<file path="src/rtl/led_status_sched.sv">
// Round-robin owner of the single front-panel status LED: each requester gets
// whole dwell slots in turn, and a sticky fault override pre-empts the rotation.
module led_status_sched #(
    parameter int NUM_SRC      = 4,
    parameter int SEL_W        = 2,
    parameter int DWELL_CYCLES = 64,
    parameter int CNT_W        = 8
) (
    input  logic                 Clk,
    input  logic                 Rst,
    input  logic [NUM_SRC-1:0]   src_req,
    input  logic [2*NUM_SRC-1:0] src_state,
    input  logic                 fault_clr,
    output logic [1:0]           state,
    output logic [SEL_W-1:0]     src_sel,
    output logic                 slot_start,
    output logic                 fault_latched
);

    typedef enum logic [1:0] {
        IDLE  = 2'd0,
        SHOW  = 2'd1,
        FAULT = 2'd2
    } fsm_t;

    localparam logic [CNT_W-1:0] CNT_LAST = CNT_W'(DWELL_CYCLES - 1);
    localparam logic [SEL_W-1:0] SEL_LAST = SEL_W'(NUM_SRC - 1);

    fsm_t             fsm_reg, fsm_next;
    logic [CNT_W-1:0] cnt_reg, cnt_next;
    logic [1:0]       state_reg, state_next;
    logic [SEL_W-1:0] sel_reg, sel_next;
    logic             slot_start_reg, slot_start_next;
    logic             fault_reg, fault_next;
    logic [SEL_W-1:0] last_reg, last_next;

    logic [1:0]       src_code [NUM_SRC];
    logic [NUM_SRC-1:0] fault_vec;
    logic             any_fault;
    logic             any_req;
    logic [SEL_W-1:0] win_idx;
    logic [SEL_W-1:0] fault_idx;
    logic             grant;

    generate
        for (genvar gi = 0; gi < NUM_SRC; gi++) begin : g_src
            assign src_code[gi]  = src_state[2*gi +: 2];
            assign fault_vec[gi] = src_req[gi] & (src_state[2*gi +: 2] == 2'b11);
        end
    endgenerate

    assign any_fault = |fault_vec;
    assign any_req   = |src_req;

    // Circular scan starting just after the last granted source.
    always_comb begin
        logic             found;
        logic [SEL_W-1:0] idx_s;
        found   = 1'b0;
        win_idx = '0;
        idx_s   = '0;
        for (int k = 1; k <= NUM_SRC; k++) begin
            idx_s = SEL_W'((int'(last_reg) + k) % NUM_SRC);
            if (!found && src_req[idx_s]) begin
                found   = 1'b1;
                win_idx = idx_s;
            end
        end
    end

    always_comb begin
        fault_idx = '0;
        for (int i = NUM_SRC - 1; i >= 0; i--) begin
            if (fault_vec[i]) begin
                fault_idx = SEL_W'(i);
            end
        end
    end

    always_comb begin
        fsm_next        = fsm_reg;
        cnt_next        = cnt_reg;
        state_next      = state_reg;
        sel_next        = sel_reg;
        slot_start_next = 1'b0;
        fault_next      = fault_reg;
        last_next       = last_reg;
        grant           = 1'b0;

        case (fsm_reg)
            IDLE: begin
                state_next = 2'd0;
                if (any_fault) begin
                    fsm_next   = FAULT;
                    sel_next   = fault_idx;
                    state_next = 2'd3;
                    fault_next = 1'b1;
                    cnt_next   = '0;
                end else if (any_req) begin
                    grant = 1'b1;
                end
            end
            SHOW: begin
                if (any_fault) begin
                    fsm_next   = FAULT;
                    sel_next   = fault_idx;
                    state_next = 2'd3;
                    fault_next = 1'b1;
                    cnt_next   = '0;
                end else if (cnt_reg == CNT_LAST) begin
                    cnt_next = '0;
                    if (any_req) begin
                        grant = 1'b1;
                    end else begin
                        fsm_next   = IDLE;
                        state_next = 2'd0;
                    end
                end else begin
                    cnt_next = cnt_reg + 1'b1;
                end
            end
            FAULT: begin
                // Release only once the fault condition itself has gone away.
                if (fault_clr && !any_fault) begin
                    fsm_next   = IDLE;
                    state_next = 2'd0;
                    fault_next = 1'b0;
                end
            end
            default: begin
                fsm_next   = IDLE;
                state_next = 2'd0;
                fault_next = 1'b0;
                cnt_next   = '0;
            end
        endcase

        if (grant) begin
            fsm_next        = SHOW;
            sel_next        = win_idx;
            state_next      = src_code[win_idx];
            cnt_next        = '0;
            slot_start_next = 1'b1;
            last_next       = win_idx;
        end
    end

    always_ff @(posedge Clk) begin
        if (Rst) begin
            fsm_reg        <= IDLE;
            cnt_reg        <= '0;
            state_reg      <= 2'd0;
            sel_reg        <= '0;
            slot_start_reg <= 1'b0;
            fault_reg      <= 1'b0;
            last_reg       <= SEL_LAST;
        end else begin
            fsm_reg        <= fsm_next;
            cnt_reg        <= cnt_next;
            state_reg      <= state_next;
            sel_reg        <= sel_next;
            slot_start_reg <= slot_start_next;
            fault_reg      <= fault_next;
            last_reg       <= last_next;
        end
    end

    assign state         = state_reg;
    assign src_sel       = sel_reg;
    assign slot_start    = slot_start_reg;
    assign fault_latched = fault_reg;

endmodule

</file>
<file path="config.mk">
export PLATFORM = sky130hd
export DESIGN_NAME = led_status_sched
export DESIGN_NICKNAME = d
export VERILOG_FILES = /design/src/rtl/led_status_sched.sv
export SDC_FILE = /design/constraint.sdc
export NUM_CORES = 1
export LEC_CHECK = 0
export CORE_MARGIN = 5
export CORE_UTILIZATION = 50
export DETAILED_ROUTE_END_ITERATION = 8
export PLACE_DENSITY = 0.84
export SLEW_MARGIN = 20
export SYNTH_ARGS = -nofsm -noshare
export SYNTH_HDL_FRONTEND = slang
export SYNTH_SLANG_ARGS = --single-unit
</file>
<file path="constraint.sdc">
create_clock -name Clk -period 2.3 [get_ports Clk]
set_input_delay 0.23 -clock Clk [delete_from_list [all_inputs] [get_ports Clk]]
set_output_delay 0.23 -clock Clk [all_outputs]
set_load 0.03 [all_outputs]
</file>
Yosys cells after proc, flatten, opt, wreduce, memory -nomap -nowiden
Cells that the tools add are included.

cells by class
  add/sub/neg operators = 5
  magnitude comparators = 5
  equal/unequal tests = 16
  muxes and demuxes = 49
  bitwise operators = 6
  reductions and logical operators = 21

operator list
  kind                                                         number
  2-to-1 mux 2 bit                                             21
  2-to-1 mux 8 bit                                             3
  case mux 8 bit (3 select lines)                              1
  2-to-1 mux 1 bit                                             15
  less-than comparator 2 x 3 -> 1 bit (second input constant)  4
  inequality test 3 bit (second input constant)                4
  case mux 2 bit (3 select lines)                              2
  equality test 2 bit (second input constant)                  5
  adder 8 x 1 -> 8 bit (second input constant)                 1
  binary-select mux 1 bit (select 2 bit)                       4
  equality test 8 x 6 -> 1 bit (second input constant)         1
  inequality test 4 bit (second input constant)                2
  AND reduction 4 bit                                          2
  OR reduction 4 bit                                           2
  AND reduction 2 bit                                          3
  adder 2 x 1 -> 2 bit (second input constant)                 2
  adder 2 bit (second input constant)                          2
  bitwise AND 1 bit                                            4
  binary-select mux 2 bit (select 2 bit)                       1
  logical AND 1 bit                                            4
  logical NOT 1 bit                                            4
  inequality test 2 bit (second input constant)                2
  case mux 1 bit (2 select lines)                              2
  nonzero test 2 bit                                           2
  8 further kinds                                              9

storage, ports and cells
  flip-flop bits (word level) = 18
  input bits = 15
  logic and storage cells = 110

Longest topological paths before layout
Gate-level depths: netlist (run 1).

  depth after elaboration = 18
  gate-level depth with buffers = 7
  mapped depth without buffers = 6

Worst setup path before layout (run 1)
Ideal clock, no wire load.

  path type = register to register
  start = register cnt_reg[0]
  end = register last_reg[0]
  setup time = 0.120 ns
  arrival time = 1.558 ns
  required time = 2.180 ns
  slack = 0.622 ns
  cell stages (with the launch flop) = 6
  buffers on the path = 1
  period minus slack after synthesis = 1.678 ns
  path through = dfxtp_1 > ha_1 > nand3_1 > a2111o_1 > buf_6 > a211o_2

on the way
  cells in the longest elaborated chain, start to end = 4

RTL lines
  element                          line  text
  start: declaration               30    logic [CNT_W-1:0] cnt_reg, cnt_next;
  start signal: assignment         159   cnt_reg <= cnt_next;
  equality test 8 x 6 -> 1 bit     110   end else if (cnt_reg == CNT_LAST) begin
  2-to-1 mux 1 bit                 110
  2-to-1 mux 1 bit                 104   if (any_fault) begin
  case mux 1 bit (2 select lines)  90    case (fsm_reg)
  end signal: assignment           164   last_reg <= last_next;
  end: declaration                 35    logic [SEL_W-1:0] last_reg, last_next;

No other way between the ends.
A chain may end at the register's enable or synchronous reset.

Final worst setup path (run 1)
  start = input src_req[3]
  end = register state_reg[1], in the netlist state[1]

on the way
  cells in the longest elaborated chain, start to end = 17

RTL lines
  element                                              line  text
  start: declaration                                   11    input logic [NUM_SRC-1:0] src_req,
  binary-select mux 1 bit (select 2 bit)               64    if (!found && src_req[idx_s]) begin
  2-to-1 mux 1 bit (not written as such)               64
  2-to-1 mux 1 bit                                     64
  logical NOT 1 bit                                    64
  logical AND 1 bit                                    64
  2-to-1 mux 1 bit                                     64
  logical NOT 1 bit                                    64
  logical AND 1 bit                                    64
  2-to-1 mux 1 bit                                     64
  logical NOT 1 bit                                    64
  logical AND 1 bit                                    64
  2-to-1 mux 2 bit                                     64
  inverter 2 -> 3 bit (not written as such)            141   state_next = src_code[win_idx];
  binary-select mux 2 bit (select 2 bit)               141
  2-to-1 mux 2 bit (not written as such) (2 in a row)  141
  2-to-1 mux 2 bit                                     138   if (grant) begin
  end signal: assignment                               160   state_reg <= state_next;
  end: declaration                                     31    logic [1:0] state_reg, state_next;

Parallel ways exist; a longest one is shown, timed or not. The select of a mux whose other input is x is not followed.

==> results of run 1 <==
## cells by family (layout without fill, tap and decap cells)
logic type               count (synthesis)  count (layout)  synth area share (%)
XOR/XNOR                                 4               4                  3.32
multiplexers                             5               5                  4.98
adder cells (fa/ha/maj)                  1               1                  1.19
AO/OA/AOI/OAI                           35              35                  23.4
AND/OR/NAND/NOR                         58              58                  29.4
buffers and inverters                    6              31                  3.56
flip-flops                              18              18                  34.2
## layer usage
metal	up-vias	global-route usage [%]	share of wire (%)
li1	516	-	-
met1	499	19.8	43
met2	31	29.4	52
met3	0	4.64	5.4
met4	0	1.69	0
met5	-	0	0
## cell usage in the layout (no fill, tap or decap), drive strengths merged, types with 2 or more instances in the layout
master         count
nand2b             4
o2111ai            2
nand2              4
o21ai              5
nand4              2
nor3               2
a31oi              3
a21oi             11
clkbuf             4
mux2               2
mux2i              3
nor2              21
nand3             11
dfxtp             18
buf                4
or3                2
xor2               4
and2               2
o211ai             3
nor2b              4
clkdlybuf4s50     20
inv                3
## worst max path at each step
stage / start / end / slack (ns) / depth (start not counted)
floorplan: cnt_reg[0] / last_reg[0] / 0.62 / 5
global placement: src_req[3] / state[1] / 0.18 / 7
detailed placement: src_req[3] / state[1] / 0.12 / 7
CTS: src_req[3] / state[1] / 0.45 / 7
global route: src_req[3] / state[1] / 0.32 / 7
finish: src_req[3] / state[1] / 0.44 / 7
## power by group through the flow
stage	logic [W]	clock network [W]	registers (W)
after floorplan	0.000145	0	0.000392
after global placement	0.000259	0	0.000370
after detailed placement	0.000265	0	0.000371
after CTS	0.000266	0.000197	0.000364
after global routing	0.000289	0.000211	0.000368
final	0.000266	0.000194	0.000365
## worst max-delay path: cells and delay by family
kind | cells | cell delay, ns
muxes | 1 | 0.38
and+or+nand+nor | 1 | 0.20
buffers and inverters | 1 | 0.54
AOI/OAI and AO/OA | 4 | 0.71
## cell type report
type                            count  share of cell area, %
Sequential cell                    18                   27.1
Timing Repair Buffer               24                   17.3
Inverter                            3                  0.847
Clock buffer                        4                   2.73
Multi-Input combinational cell    103                   49.4
Tap cell                           27                   2.54
## per-stage QoR
step	utilization [%]	hold WS, ns	power (W)	instances	instance area (µm²)
floorplan	-	0.390	0.000537	127	1050
global placement	65.2	0.480	0.000629	175	1290
detailed placement	65.2	0.482	0.000636	175	1290
CTS	67.0	0.500	0.000827	179	1330
global route	67.0	0.544	0.000868	179	1330
finish	67.0	0.496	0.000825	179	1330
==> out/results.tsv, run 1 <==
metric	value	unit
run status	finished, final reports clean	
CTS Hold Bufs	0	
storage element area	360	µm²
r2r startpoint	cnt_reg[0]	
# resized after CTS	0	
ant diodes	0	
GPL Wtd Cong	0.837	
register bit total from synthesis	18	
worst vdd ir	531	µV
die area	0.00313	mm²
sequential area share after synthesis	34.2	%
DRC Markers	0	
Setup Viol. Count Final	0	
synthesized cell area	0.00105	mm²
Syn Nets	143	
total grt overflow	0	
part of the power in registers	44.2	%
reg2reg path depth	5	
fmax	537	MHz
yosys warns	0	
largest stage delay on the critical path	0.54	ns
internal power	0.000559	W
clock root buffer	clkbuf_4	
EDFF count, synth	0	
antenna violations before repair	0	
RSZ-0062 raised after global routing	no	
clock sink count	18	
Final Critical Period	1.86	ns
fin nets	169	
worst hold path startpoint	state[1]	
Fill cells	161	
share of cells above drive strength 1	11.2	%
DR WL/cell	13.9	µm
most frequent cells after synthesis	nor2_1, dfxtp_1, nand3_1	
Hold Crit Class	flip-flop to flip-flop	
Via Count	1046	
Tcrit/Tclk final	81.0	%
Mapped Avg Cell Area	8.31	µm²
total global-route track usage	16.3	%
Logic pwr share	32.3	%
Worst-Skew Late Latency	0.29	ns
Slew @ Worst Pin	0.506	ns
Critical Path Source Type	input port	
hold path depth	2	
final wirelength	2500	µm
CTS H-tree lvls	1	
switching pwr	0.000266	W
TritonCTS clock tree	yes	
Hold Violations, Final	0	
crit path max-delay cell type	clkdlybuf4s50_1	
FF-to-FF End	last_reg[0]	
vias in the first global route	968	
critical-path cell list	clkdlybuf4s50_1 > nor2b_1 > a21oi_1 > o221ai_2 > mux2_2 > o211ai_1 > a21oi_1	
Reg clk slew, reported paths	0.10	ns
R2R Setup Slk	0.44	ns
Setup crit end kind	flip-flop	
most used cell, CP	a21oi_1	
PnR worst setup slack	0.437	ns
synth top area cells	dfxtp_1, nor2_1, nand3_1, a21oi_1, xor2_1	
switch share	32.3	%
synth-to-layout area growth	26.0	%
Final Max Slew Viols	0	
most frequent cell after synthesis	nor2_1	
I/O Buffers	20	
Worst EP arrival	2.06	ns
clock share of power	23.5	%
cell count after synthesis	127	
Post-DP HPWL	1980	µm
Pre-antenna DRT Iters	4	
required time of the critical path	2.49	ns
asr flop ratio synth	0	%
Iteration-0 DRC Markers	22	
Hold Path Sink	state[1]	
slew margin rel.	66.1	%
initial core utilization	53.2	%
PD cells	621	mW/mm²
largest net degree at the start of global routing	12	
die width	55.9	µm
Placeable Area	0.00198	mm²
antenna viol nets, final	0	
share of the synthesized area in the top cell type	34.2	%
Via density	5.84	
Crit Path Max Fanout	6	
main flop type after synthesis	dfxtp_1	
post-synth cell types	41	
io pins	21	
Die Ht	55.9	µm
maximum buffer depth of the clock tree	2	
# rows	16	
Max Cap Violations	0	
kind of critical path	input port to flip-flop	
LEAKAGE	0.524	nW
multi-input logic area	657	µm²
first-pass GRT wire length	4300	µm
Sum Neg Setup Slack	0	ns
max reg flops	8	
Post-CTS Setup Bufs	0	
CTS Buf Count	3	
worst clock skew	0.00224	ns
pre-CTS setup slack	0.125	ns
Yosys top cell by area	dfxtp_1	
Power figures use the tool's default switching activity.
==> run 2: changes to the inputs <==
clock period = 1.9 ns   (was 2.3 ns; I/O delays follow)
==> run 2 against run 1 <==
Sequential share of layout area is 2.4 points lower. Routed wire length rose by 19%. Die area is the same. Worst hold slack improved by 0.0017 ns. Critical path type is now flip-flop to flip-flop. Register-to-register slack got worse by 0.33 ns. Highest routed layer is now met4.
==> out/results.tsv, run 2 (synthesis gave the netlist of run 1 again) <==
metric	value	unit	change
largest net degree at the start of global routing	11		-1
total grt overflow	0		unchanged
kind of critical path	flip-flop to flip-flop		
die area	0.00313	mm²	unchanged
LEAKAGE	0.610	nW	+17%
maximum buffer depth of the clock tree	2		unchanged
Largest delay share family, worst path	compound AO/OA/AOI/OAI gates		
Buf/Inv on CP	1		unchanged
CTS Hold Bufs	0		unchanged
commonest non-fill, non-tap cell in the layout	buf_4		
die width	55.9	µm	unchanged
Setup Viol. Count Final	0		unchanged
ant diodes	0		unchanged
slew margin rel.	74.9	%	+8.8 points
Hold Crit Class	flip-flop to flip-flop		
reg2reg path depth	5		unchanged
Die Ht	55.9	µm	unchanged
Placeable Area	0.00198	mm²	unchanged
total global-route track usage	18.9	%	+2.7 points
antenna viol nets, final	0		unchanged
share of cells above drive strength 1	21.8	%	+11 points
run status	finished, final reports clean		
Worst-Skew Late Latency	0.29	ns	about the same
worst hold path startpoint	state[1]		
max reg flops	8		unchanged
CTS Buf Count	3		unchanged
io pins	21		unchanged
Via Count	1169		+12%
Tcrit/Tclk final	94.2	%	
I/O Buffers	20		unchanged
dpl cells	194		+11%
TritonCTS clock tree	yes		
Non-Filler Instances	197		+10%
FF-to-FF End	last_reg[0]		
Crit Path Max Fanout	5		-1
# rows	16		unchanged
R2R Setup Slk	0.11	ns	-0.33 ns
DRC Markers	0		unchanged
clock sink count	18		unchanged
antenna violations before repair	0		unchanged
initial core utilization	53.2	%	unchanged
fmax	559	MHz	
Reg clk slew, reported paths	0.10	ns	about the same
final wirelength	2980	µm	+19%
PnR worst setup slack	0.110	ns	-0.327 ns
Iteration-0 DRC Markers	33		+50%
Critical Path Source Type	flip-flop		
Sum Neg Setup Slack	0	ns	unchanged
Final Max Slew Viols	0		unchanged
crit path max-delay cell type	a2111o_1		
worst clock skew	0.00141	ns	-0.000826 ns
CTS H-tree lvls	1		unchanged
Hold Path Sink	state[1]		
# resized after CTS	0		unchanged
required time of the critical path	2.09	ns	-0.40 ns
critical-path cell list	and4_4 > nand3_1 > a2111o_1 > buf_4 > a211o_2		
clock root buffer	clkbuf_4		
most frequent cells in the layout	buf_4, nor2_1, clkdlybuf4s50_1		
first-pass GRT wire length	4800	µm	+12%
fin nets	188		+11%
worst vdd ir	554	µV	+4.4%
synth-to-layout area growth	38.6	%	
vias in the first global route	1137		+17%
Slew @ Worst Pin	0.376	ns	-0.130 ns
Final Critical Period	1.79	ns	
Post-DP HPWL	2350	µm	+18%
r2r startpoint	cnt_reg[4]		
Max Cap Violations	0		unchanged
Setup crit end kind	flip-flop		
Via density	5.93		+1.5%
Hold Violations, Final	0		unchanged
DR WL/cell	15.1	µm	+8.4%
PD cells	688	mW/mm²	+11%
largest stage delay on the critical path	0.43	ns	-0.11 ns
hold path depth	2		unchanged
Post-CTS Setup Bufs	0		unchanged
GPL Wtd Cong	0.871		+4.1%
Worst EP arrival	1.98	ns	-0.08 ns
Pre-antenna DRT Iters	4		unchanged
pre-CTS setup slack	-0.141	ns	-0.266 ns
RSZ-0062 raised after global routing	no		
-- run 2: changes by cell type in the layout (fill, tap and decap cells not counted), sizes merged --
cell and change:
clkbuf -1, buf +19
-- run 2: how the worst max path moves through the flow --
stage / start / end / slack, ns / depth (start not counted)
floorplan: cnt_reg[0] / last_reg[0] / 0.22 / 5
global placement: src_req[3] / last_reg[0] / -0.05 / 6
detailed placement: src_req[3] / last_reg[0] / -0.14 / 6
CTS: cnt_reg[3] / last_reg[0] / 0.04 / 5
global route: cnt_reg[4] / state[0] / 0.03 / 7
finish: cnt_reg[4] / last_reg[0] / 0.11 / 5
-- run 2: cell type report --
type,instances,area (µm²)
inverters,3,11.3
well taps,27,33.8
multi-input cells,103,659
flip-flops and latches,18,362
fillers,146,520
repair buffers,43,373
clock buffers,3,22.5
-- run 2: routing by layer --
layer  track usage, %  up-vias  wire length, µm
met1             21.0      551             1180
met3             5.34       14              183
li1                 -      552                -
met4             9.15        0               84
met2             33.1       52             1530
met5                0        -                0
-- run 2: per-stage QoR --
step / util, % / total power [W] / area (µm²) / hold slack (ns)
2_1_floorplan: - / 0.000650 / 1050 / 0.350
3_3_place_gp: 72.4 / 0.000806 / 1440 / 0.479
3_5_place_dp: 72.4 / 0.000820 / 1440 / 0.484
4_1_cts: 73.5 / 0.00101 / 1460 / 0.499
5_1_grt: 73.7 / 0.00105 / 1460 / 0.529
6_report: 73.7 / 0.00101 / 1460 / 0.498
-- run 2: power by group --
group,internal (W),switching (W),leakage (nW)
Sequential,0.000408,0.0000341,0.148
Clock,0.0000737,0.000112,0.0138
Combinational,0.000188,0.000189,0.448
-- run 2: worst reg2reg max path, stage by stage (launching register included) --
cell,delay [ns]
dfxtp_1,0.38
and4_4,0.25
nand3_1,0.13
a2111o_1,0.43
buf_4,0.19
a211o_2,0.32
==> run 3: changes to the inputs <==
CTS_CLUSTER_SIZE = 10   (was default)
==> results of run 3 <==
The final DEF is identical to that of run 2; final timing and power are the same.
==> patch, RTL diff (config.mk and constraints of run 1) <==
Set the parameter `CNT_W` to 9 (it was 8).
--- a/src/rtl/led_status_sched.sv
+++ b/src/rtl/led_status_sched.sv
@@ -6,3 +6,3 @@
     parameter int DWELL_CYCLES = 64,
-    parameter int CNT_W        = 8
+    parameter int CNT_W        = 9
 ) (
Check against the original RTL: same outputs for any inputs over 10 cycles, from zero or initial values and one cycle with Rst high; that may be too few to reach the edited logic, so the function may still have changed.
==> patch against run 1 <==
- area after synthesis up 5.6%
- critical path type is now reg2reg
- setup slack worse by 0.17 ns
- critical path depth up 1
- routed wire length up 8.5%
- sequential cell count up 1
- sequential power up 3%
- total power down 2.0%
- highest routed layer unchanged
- cell area up 2.2%
==> patch: results (changes against run 1) <==
- Status: completed
- Worst-case vdd ir drop: 0.584 mV (+9.9%)
- Routed WL per cell: 14.8 µm (+6.1%)
- DRT iter0 DRCs: 27 (+23%)
- Seq/Total Area, Yosys: 0.342 (about the same)
- Fill cell count: 192 (+19%)
- Crit path capture type: register
- Clk root buf: clkbuf_4
- Critical path origin: cnt_reg[0]$_SDFFE_PP0P_
- Mean number of vias per cell: 5.87 (+0.43%)
- M1 WL: 1.14 mm (+6.8%)
- Yosys cell types: 41 (unchanged)
- Initial antenna violation count: 0 (unchanged)
- Clock skew: 0.0109 ns (+0.00869 ns)
- Flop-to-flop setup slack: 0.26 ns (-0.17 ns)
- Reg2reg path depth: 8 (+3)
- Largest cells by area after synthesis: dfxtp_1 34%, mux2i_1 6.3%, nor2_1 6.1%
- Slew headroom: 0.724 (+0.0624)
- Max reg flops: 9 (+1)
- CTS max path bufs: 2 (unchanged)
- Worst-path clk slew: 0.12 ns (+0.02 ns)
- RD Place Congestion: 0.856 (+2.2%)
- First-pass GRT wire length: 4.57 mm (+6.4%)
- Share of cells above drive strength 1: 0.116 (+0.00429)
- Post-CTS Setup Bufs: 0 (unchanged)
- Syn Nets: 151 (+5.6%)
- DR WL met3: 82 µm (-40%)
- Biggest cell delay along the critical path: 0.38 ns (-0.16 ns)
- Leakage: 0.502 nW (-4.1%)
- Total track usage: 0.174 (+0.0107)
- HPWL after DPL: 2.13 mm (+7.1%)
- Met2 WL: 1.49 mm (+15%)
- Commonest cells post-synth: 19 x dfxtp_1, 18 x nor2_1, 14 x nand2_1, 10 x a21oi_1, 8 x nand3_1
- Critical Path Sink: state[0]$_SDFFE_PP0P_
- Crit Path Max Fanout: 9 (+3)
- Pre-antenna DRT Iters: 4 (unchanged)
- Slowest-stage cell, CP: dfxtp_1
- Post-layout nets: 172 (+1.8%)
- Vias in the first global route: 1091 (+13%)
==> patch: power breakdown <==
group	leakage, nW	total, mW	internal [mW]	switching, mW
combinational	0.329	0.262	0.117	0.145
clock	0.0177	0.170	0.0648	0.105
sequential	0.155	0.377	0.354	0.0232
total	0.502	0.809	0.535	0.274
==> patch: critical path: cells and delay by family, from the launching register on <==
kind	cells	cell delay, ns
AO/OA/AOI/OAI	3	0.82
flip-flops	1	0.38
AND/OR/NAND/NOR	3	0.31
adder cells (fa/ha/maj)	1	0.25
buffers and inverters	1	0.19
==> patch: worst min-delay path by stage <==
stage / startpoint / to / slack, ns
2_1_floorplan: fault_clr / fsm_reg[1]$_SDFFE_PP0P_ / 0.43
3_3_place_gp: cnt_reg[8]$_SDFFE_PP0P_ / cnt_reg[8]$_SDFFE_PP0P_ / 0.47
3_5_place_dp: fault_latched$_SDFFE_PP0P_ / fault_latched$_SDFFE_PP0P_ / 0.49
4_1_cts: fault_latched$_SDFFE_PP0P_ / fault_latched$_SDFFE_PP0P_ / 0.51
5_1_grt: fault_latched$_SDFFE_PP0P_ / fault_latched$_SDFFE_PP0P_ / 0.53
6_report: state[1]$_SDFFE_PP0P_ / state[1]$_SDFFE_PP0P_ / 0.51
==> patch: layout make-up <==
| type | instances | area (µm²) | share of cell area |
|---|---|---|---|
| timing repair buffer | 23 | 223 | 0.164 |
| clock buffer | 3 | 22.5 | 0.0166 |
| inverter | 3 | 11.3 | 0.00829 |
| multi-input combinational | 106 | 681 | 0.501 |
| clock inverter | 1 | 5.00 | 0.00369 |
| tap | 28 | 35.0 | 0.0258 |
| sequential | 19 | 380 | 0.280 |
==> patch: cell families after synthesis <==
logic type,Yosys count,share of synthesized area
buffers and inverters,10,0.0472
DFF,19,0.342
adders and majority gates,1,0.0112
AOI/OAI and AO/OA,35,0.247
and+or+nand+nor,63,0.290
muxes,7,0.0629
==> patch: per-stage QoR <==
step | area [µm²] | std cells | setup slack (ns)
6_report | 1360 | 183 | 0.265
5_1_grt | 1360 | 183 | 0.159
4_1_cts | 1360 | 183 | 0.263
3_5_place_dp | 1330 | 179 | 0.226
3_3_place_gp | 1330 | 179 | 0.305
2_1_floorplan | 1110 | 135 | 0.590
==> patch: routing by layer <==
metal / global-route usage / vias up
met4: 0.0430 / 0
met2: 0.316 / 19
li1: - / 531
met1: 0.199 / 524
met3: 0.0475 / 0
met5: 0 / -
